--- src/rtl/instr_fetch_unit.sv ---
// -----------------------------------------------------------------------------
// instr_fetch_unit
//
// Fetch stage of the 5-stage RV32 pipeline. Owns the fetch PC, issues in-order
// word requests to instruction memory over a req/gnt/rvalid handshake, buffers
// the returned words in a small FIFO and presents them to the IF/ID register.
// A branch redirects the fetch PC, flushes the buffer and discards wrong-path
// responses that are still in flight.
//
// Optional feature (compile-time macro FETCH_PERF_CNT_EN):
//   adds perf_fetched (instructions popped) and perf_flushed (words dropped by
//   a redirect), both 32-bit wrapping counters cleared by reset.
//
// Parameters:
//   RESET_PC    first fetch address after reset
//   FIFO_DEPTH  instruction buffer entries (power of 2, >= 2)
//
// Ports:
//   clock, reset    system clock; synchronous active-high reset
//   branch          redirect request (same pulse that flushes IF/ID)
//   branch_target   redirect address; bits [1:0] are ignored
//   stall           downstream cannot accept the presented instruction
//   imem_req        fetch request valid
//   imem_addr       word-aligned fetch address
//   imem_gnt        request accepted this cycle
//   imem_rvalid     response word valid (in order, >= 1 cycle after gnt)
//   imem_rdata      response word
//   instruction     instruction to IF/ID (NOP when nothing is buffered)
//   pc_out          PC of instruction (holds last value when nothing buffered)
//   valid           instruction/pc_out carry a real instruction
// -----------------------------------------------------------------------------
module instr_fetch_unit #(
  parameter logic [31:0] RESET_PC   = 32'h0000_0000,
  parameter int          FIFO_DEPTH = 2
) (
  input  logic        clock,
  input  logic        reset,
  input  logic        branch,
  input  logic [31:0] branch_target,
  input  logic        stall,
  output logic        imem_req,
  output logic [31:0] imem_addr,
  input  logic        imem_gnt,
  input  logic        imem_rvalid,
  input  logic [31:0] imem_rdata,
  output logic [31:0] instruction,
  output logic [31:0] pc_out,
  output logic        valid
`ifdef FETCH_PERF_CNT_EN
  ,
  output logic [31:0] perf_fetched,
  output logic [31:0] perf_flushed
`endif
);

  localparam int          PTR_W = $clog2(FIFO_DEPTH);
  localparam int          CNT_W = PTR_W + 1;
  localparam logic [31:0] NOP   = 32'h0000_0013;

  typedef enum logic [1:0] {IDLE, FETCH, FLUSH} state_t;

  state_t             state, state_next;
  logic [31:0]        fetch_pc, resp_pc, last_pc;
  logic [CNT_W-1:0]   outstanding, discard, fifo_count, branch_discard;
  logic [PTR_W-1:0]   rd_ptr, wr_ptr;
  logic [31:0]        fifo_instr [FIFO_DEPTH];
  logic [31:0]        fifo_pc    [FIFO_DEPTH];
  logic [31:0]        target_aligned;

  logic may_issue, resp_ok, issue, empty, push, pop, drop;

  // Credits are reserved at issue: a word in flight already owns a FIFO slot,
  // so a returning response can always be pushed.
  assign may_issue = ((CNT_W+1)'(outstanding) + (CNT_W+1)'(fifo_count))
                     < (CNT_W+1)'(FIFO_DEPTH);

  // A response with nothing outstanding belongs to a pre-reset request.
  assign resp_ok        = imem_rvalid && (outstanding != '0);
  assign issue          = imem_req && imem_gnt;
  assign empty          = (fifo_count == '0);
  assign push           = (state == FETCH) && resp_ok && !branch;
  assign pop            = !empty && !stall && !branch;
  assign drop           = (state == FLUSH) && resp_ok && !branch;
  assign target_aligned = branch_target & 32'hFFFF_FFFC;

  // Everything still owed by memory after this cycle is wrong-path.
  assign branch_discard = outstanding + CNT_W'(issue) - CNT_W'(resp_ok);

  assign imem_req    = (state == FETCH) && may_issue && !branch;
  assign imem_addr   = fetch_pc;
  assign valid       = !empty;
  assign instruction = empty ? NOP     : fifo_instr[rd_ptr];
  assign pc_out      = empty ? last_pc : fifo_pc[rd_ptr];

  // NOTE: sequential state uses non-blocking assignments so every register
  // samples the pre-edge values, independent of statement order.
  always_ff @(posedge clock) begin
    if (reset) state <= IDLE;
    else       state <= state_next;
  end

  // NOTE: state_next gets a default before the case so no path leaves it
  // unassigned, which would otherwise infer a latch.
  always_comb begin
    state_next = state;
    unique case (state)
      IDLE:    state_next = FETCH;
      FETCH:   state_next = FETCH;
      // Leave as soon as the last wrong-path word arrives.
      FLUSH:   if (discard == '0 || (drop && discard == CNT_W'(1)))
                 state_next = FETCH;
      default: state_next = IDLE;
    endcase
    if (branch) state_next = (branch_discard != '0) ? FLUSH : FETCH;
  end

  always_ff @(posedge clock) begin
    if (reset) begin
      fetch_pc    <= RESET_PC;
      resp_pc     <= RESET_PC;
      outstanding <= '0;
      discard     <= '0;
      fifo_count  <= '0;
      rd_ptr      <= '0;
      wr_ptr      <= '0;
      last_pc     <= '0;
    end else begin
      if (!empty) last_pc <= fifo_pc[rd_ptr];
      if (branch) begin
        fetch_pc    <= target_aligned;
        resp_pc     <= target_aligned;
        outstanding <= branch_discard;
        discard     <= branch_discard;
        fifo_count  <= '0;
        rd_ptr      <= '0;
        wr_ptr      <= '0;
      end else begin
        if (issue) fetch_pc <= fetch_pc + 32'd4;
        outstanding <= outstanding + CNT_W'(issue) - CNT_W'(resp_ok);
        if (push) begin
          resp_pc <= resp_pc + 32'd4;
          wr_ptr  <= wr_ptr + PTR_W'(1);
        end
        if (pop)  rd_ptr  <= rd_ptr + PTR_W'(1);
        if (drop) discard <= discard - CNT_W'(1);
        fifo_count <= fifo_count + CNT_W'(push) - CNT_W'(pop);
      end
    end
  end

  // NOTE: buffer storage is not reset; fifo_count gates every read, so stale
  // contents are never visible and the array can map to plain storage.
  always_ff @(posedge clock) begin
    if (push && !reset) begin
      fifo_instr[wr_ptr] <= imem_rdata;
      fifo_pc[wr_ptr]    <= resp_pc;
    end
  end

`ifdef FETCH_PERF_CNT_EN
  // Flushed words: buffered words plus a response landing in the redirect
  // cycle, then each wrong-path response drained in FLUSH.
  always_ff @(posedge clock) begin
    if (reset) begin
      perf_fetched <= '0;
      perf_flushed <= '0;
    end else begin
      if (pop) perf_fetched <= perf_fetched + 32'd1;
      if (branch)
        perf_flushed <= perf_flushed + 32'(fifo_count) + 32'(resp_ok);
      else if (drop)
        perf_flushed <= perf_flushed + 32'd1;
    end
  end
`endif

endmodule

--- config.mk ---
export PLATFORM = sky130hd
export DESIGN_NAME = instr_fetch_unit
export DESIGN_NICKNAME = d
export VERILOG_FILES = /design/src/rtl/instr_fetch_unit.sv
export SDC_FILE = /design/constraint.sdc
export NUM_CORES = 1
export LEC_CHECK = 0
export ABC_CLOCK_PERIOD_IN_PS = 9200
export CORE_MARGIN = 1
export CORE_UTILIZATION = 53
export CTS_CLUSTER_DIAMETER = 150
export CTS_CLUSTER_SIZE = 12
export DETAILED_ROUTE_END_ITERATION = 6
export GPL_TIMING_DRIVEN = 0
export PLACE_DENSITY = 0.88
export REMOVE_ABC_BUFFERS = 1
export SYNTH_ARGS = -nofsm -noshare
export SYNTH_HDL_FRONTEND = slang
export SYNTH_SLANG_ARGS = --single-unit
--- constraint.sdc ---
create_clock -name clock -period 9.2 [get_ports clock]
set_input_delay 0.92 -clock clock [delete_from_list [all_inputs] [get_ports clock]]
set_output_delay 0.92 -clock clock [all_outputs]
set_load 0.01 [all_outputs]
== Word level (Yosys, flattened, before mapping) ==
Memories as Yosys holds them, arrays and structs flattened. A register that Yosys moved wholly into a read port is not among the register bits.
Index checks and enable logic that the tools add are counted.
Cells by class
  reduce and logical (&&, ||, !) cells: 27
  magnitude comparators: 1
  mux-type cells: 18
  multipliers: 0
  divide/modulo/power cells: 0
  $add $sub $neg: 10
  shift-type cells: 0
  eq/ne operators: 4
  bitwise logic cells: 0
Operator list (number)
  $mux W32: 6
  $add A32 B3 Y32 const B: 2
  $logic_and A1 B1 Y1: 12
  $mux W2: 5
  $reduce_bool A2 Y1: 5
  $logic_not A2 Y1: 3
  $mux W1: 6
  $add A2 B1 Y2: 2
  $eq A2 B1 Y1 const B: 2
  $logic_not A1 Y1: 4
  $pmux W2 S2: 1
  $reduce_or A2 Y1: 2
  $sub A2 B1 Y2: 2
  $add A2 B2 Y3: 1
  $lt A3 B2 Y1 const B: 1
  $ne A3 B2 Y1 const B: 1
  $add A1 B1 Y1 const B: 2
  $eq A2 B2 Y1 const B: 1
  $sub A2 B1 Y2 const B: 1
  $logic_or A1 B1 Y1: 1
Storage, ports and cells
  bits of input ports: 70
  output and inout bits: 98
  logic and storage cells: 73
  memories: 2
  register bits: 106
  RAM bits: 128
  bits in latches: 0
  memory bits (read-only): 0
Memory list
  fifo_instr: depth 2, bits a word 32, read ports 1, clocked after Yosys merged registers in 1, write ports 1, RTL line 66  | logic [31:0] fifo_instr [FIFO_DEPTH];
  fifo_pc: depth 2, bits a word 32, read ports 1, clocked after Yosys merged registers in 1, write ports 1, RTL line 67  | logic [31:0] fifo_pc [FIFO_DEPTH];

== Longest topological paths before layout ==
  depth after elaboration: 10
  mapped depth: 15
  depth with buffers taken out: 13

== Worst setup path before layout ==
No wires, ideal clock.
  path kind: input -> register
  start point: input port branch
  end point: memory fifo_instr[0][0] (enable)
  stages: 3
  required time: 8565 ps
  arrival time: 7121 ps
  setup slack: 1444 ps
  path buffers: 0
  library setup time: 635 ps
  cells stage by stage: nor2_1 inv_1 nor4_1
Between the ends
  longest elaborated chain between the ends: 5
RTL lines
  start, declared: RTL line 38  | input logic branch,
  $logic_not A1 Y1: RTL line 81  | assign push = (state == FETCH) && resp_ok && !branch;
  $logic_and A1 B1 Y1: RTL line 81
  $logic_and A1 B1 Y1: RTL line 154  | if (push && !reset) begin
  $mux W1: RTL line 154
  $mux W1 (implied by the code): RTL line 155  | fifo_instr[wr_ptr] <= imem_rdata;
  end, declared: RTL line 66
No other way between the ends.

== Final worst setup path ==
  start point: register fifo_count[0]
  end point: register state[0]
Between the ends
  longest elaborated chain between the ends: 10
RTL lines
  start, declared: RTL line 64  | logic [CNT_W-1:0] outstanding, discard, fifo_count, branch_discard;
  start signal, assigned: RTL line 146  | fifo_count <= fifo_count + CNT_W'(push) - CNT_W'(pop);
  $add A2 B2 Y3: RTL line 74  | assign may_issue = ((CNT_W+1)'(outstanding) + (CNT_W+1)'(fifo_count))
  $lt A3 B2 Y1: RTL line 75  | < (CNT_W+1)'(FIFO_DEPTH);
  $logic_and A1 B1 Y1 (2 in series): RTL line 89  | assign imem_req = (state == FETCH) && may_issue && !branch;
  $logic_and A1 B1 Y1: RTL line 79  | assign issue = imem_req && imem_gnt;
  $add A2 B1 Y2: RTL line 87  | assign branch_discard = outstanding + CNT_W'(issue) - CNT_W'(resp_ok);
  $sub A2 B1 Y2: RTL line 87
  $reduce_bool A2 Y1: RTL line 114  | if (branch) state_next = (branch_discard != '0) ? FLUSH : FETCH;
  $mux W2 (2 in series): RTL line 114
  end signal, assigned: RTL line 99  | else state <= state_next;
  end, declared: RTL line 62  | state_t state, state_next;
No other way between the ends.
A chain may end at the register's enable or synchronous reset.

==> run metrics <==
status finished clean; Die Span Y 138 µm; DP Wirelength 15100 µm; setup_tns 0 ns; clock power share 0.367; most frequent cell after synthesis edfxtp_1; P_sw 0.533 mW; nets@finish 1100; Most used DFF post-synth edfxtp_1; routed wire length per instance 17.5 µm; Core Rows 49; first-pass GRT wire length 34600 µm; Final WS setup 5.60 ns; total CTS buffers 22; maximum root-to-sink buffer count 3; CP startpoint kind flop; Place WS 5.25 ns; sw frac 0.239; Multi-input gate area 3700 µm²; Worst-Margin Slew 0.933 ns; top cells by count, synth edfxtp_1, dfxtp_1, nand2_1; Mean Syn Cell Area 11.2 µm²; Hold Path Class flop to flop; fill cell count 1317; Worst EP required 9.61 ns; PostCTS Resize Cnt 0; layout cells sized above 1 0.0531; Tot GR Track Use 0.234; setup violators final 0; TritonCTS clock tree built; Pwr Total 2.23 mW; grt ovf 0; CP Class flop to flop; Post-synth EDFFs 124; slew margin rel. 0.378; top cells by area, synth edfxtp_1, dfxtp_1, mux2i_1; Mapped Area 9730 µm²; H-tree levels 1; Routed Antenna Nets 0; Yosys reg bits 227; vias in the first global route 6855; hold-fix buffers at CTS 0; drt via density 5.62; Flop pwr share 0.516; Core Box Area 18000 µm²; PwrDens 181 nW/µm²; clk_skew 0.0131 ns; asr flop ratio synth 0; register area share after synthesis 0.594; Initial Util 0.542; worst hold margin 0.499 ns; largest area contributor in the netlist edfxtp_1; Lkg Pwr 4.17 nW; Unique masters post-synth 64; die area 18900 µm²; clock-pin slew on the worst setup and hold paths 0.06 ns; number of remaining DRC errors 0; Critical Path End Type flop; min Tclk post-route 3.60 ns; Die W 138 µm; crit share post-route 0.391; drt initial violations 494; largest net degree at the start of global routing 88; Root Buffer clkbuf_16; fmax 278 MHz; initial antenna violation count 0; clk_lat worst skew 0.50 ns; first drt pass iteration count 5; Final Hold Viols 0; critical path data arrival time 4.01 ns; # diodes 0; Max VDD drop 0.000131 V; Slew Viols, Final 0; RSZ-0062 raised after global routing false; flop2flop setup slack 5.60 ns; Area Growth Syn to Fin 26.5%; post-CTS setup buffers 0; Int Pwr 1.70 mW; fin util 0.685; vias after detailed routing 7110; clock sinks 227; combinational power share 0.117; gpl congestion 0.837; max-cap violations 0; Mapped Cells 870; synth warn 0; Post-Route WL 22200 µm; Port Buffers 163; share of the synthesized area in the top cell type 0.383; Worst Path Max Fanout 24; num ports 168; register area 5790 µm²
[stage by stage]
stage               instance area, µm²  std cells
detailed placement               11700       1226
finish                           12300       1265
global placement                 11400       1212
floorplan                         9530        820
CTS                              12300       1265
global route                     12300       1265
[flip-flops by register name, indices dropped and copies added, names as in the netlist, named ones only]
| register | cells |
|---|---|
| discard | 2 |
| outstanding | 2 |
| last_pc | 32 |
| resp_pc | 30 |
| imem_addr | 30 |
| state | 2 |
| fifo_count | 2 |
| fifo_instr | 64 |
| wr_ptr | 1 |
| rd_ptr | 1 |
| fifo_pc | 60 |
[area by class of cell]
type | instances | area share
multi-input combinational | 576 | 0.301
inverter | 17 | 0.00518
sequential | 227 | 0.470
timing repair buffer | 177 | 0.149
tap | 229 | 0.0233
clock buffer | 39 | 0.0516
[power by group through the flow]
stage | combinational, mW | sequential (mW) | clock [mW]
3_3_place_gp | 0.242 | 1.18 | 0
4_1_cts | 0.260 | 1.15 | 0.833
6_report | 0.261 | 1.15 | 0.819
5_1_grt | 0.284 | 1.16 | 0.870
3_5_place_dp | 0.257 | 1.17 | 0
2_1_floorplan | 0.130 | 1.17 | 0
[per-layer routing]
layer,wire [µm],part of all wire,GRT usage,up-vias
met5,0,0,0,-
met2,10700,0.48,0.400,221
met4,486,0.022,0.0702,0
met3,1590,0.072,0.0375,37
met1,9390,0.42,0.306,3394
li1,-,-,-,3458
[placed cells by master, fill, tap and decap left out, types with 15 or more instances in the layout]
| master | netlist | final |
|---|---|---|
| a21oi_1 | 24 | 24 |
| nor2b_1 | 34 | 34 |
| edfxtp_1 | 124 | 124 |
| xor2_1 | 21 | 21 |
| nand3_1 | 34 | 34 |
| clkbuf_16 | 0 | 23 |
| clkdlybuf4s50_1 | 0 | 161 |
| a31oi_1 | 18 | 18 |
| inv_1 | 16 | 15 |
| dfxtp_1 | 103 | 102 |
| nand4_1 | 15 | 15 |
| o21ai_0 | 38 | 38 |
| nor2_1 | 74 | 73 |
| nand2_1 | 82 | 82 |
| clkbuf_1 | 38 | 16 |
| xnor2_1 | 16 | 16 |
| mux2i_1 | 67 | 67 |
[cell families after synthesis]
| family | count (synthesis) | share of synthesized area |
|---|---|---|
| AOI/OAI and AO/OA | 140 | 0.0902 |
| xor gates and xnor gates | 37 | 0.0333 |
| adders and majority gates | 9 | 0.0123 |
| buffers and inverters | 68 | 0.0278 |
| DFF | 227 | 0.594 |
| muxes | 68 | 0.0701 |
| other | 1 | 0.000385 |
| and+or+nand+nor | 320 | 0.172 |
[worst max-delay path, cell delays in order, from the launching register on]
cell      delay, ns
dfxtp_1        0.40
and2_1         0.16
fa_1           0.42
or2_1          0.30
nor2_2         0.41
inv_2          0.31
ha_1           0.38
inv_1          0.04
ha_1           0.18
xnor2_1        0.20
xnor2_1        0.15
o21ai_0        0.26
nand2_1        0.09
a311oi_1       0.19
[final timing paths]
path / start / endpoint / cells past startpoint
setup reg to reg: fifo_count[0]$_SDFF_PP0_ / state[0]$_SDFFE_PP0P_ / 13
setup / recovery: fifo_count[0]$_SDFF_PP0_ / state[0]$_SDFFE_PP0P_ / 13
hold / removal: resp_pc[21]$_SDFFE_PP0P_ / fifo_pc[0][21]$_DFFE_PP_ / 0
hold reg to reg: resp_pc[21]$_SDFFE_PP0P_ / fifo_pc[0][21]$_DFFE_PP_ / 0
No activity file was read; power rests on OpenSTA's default activity.
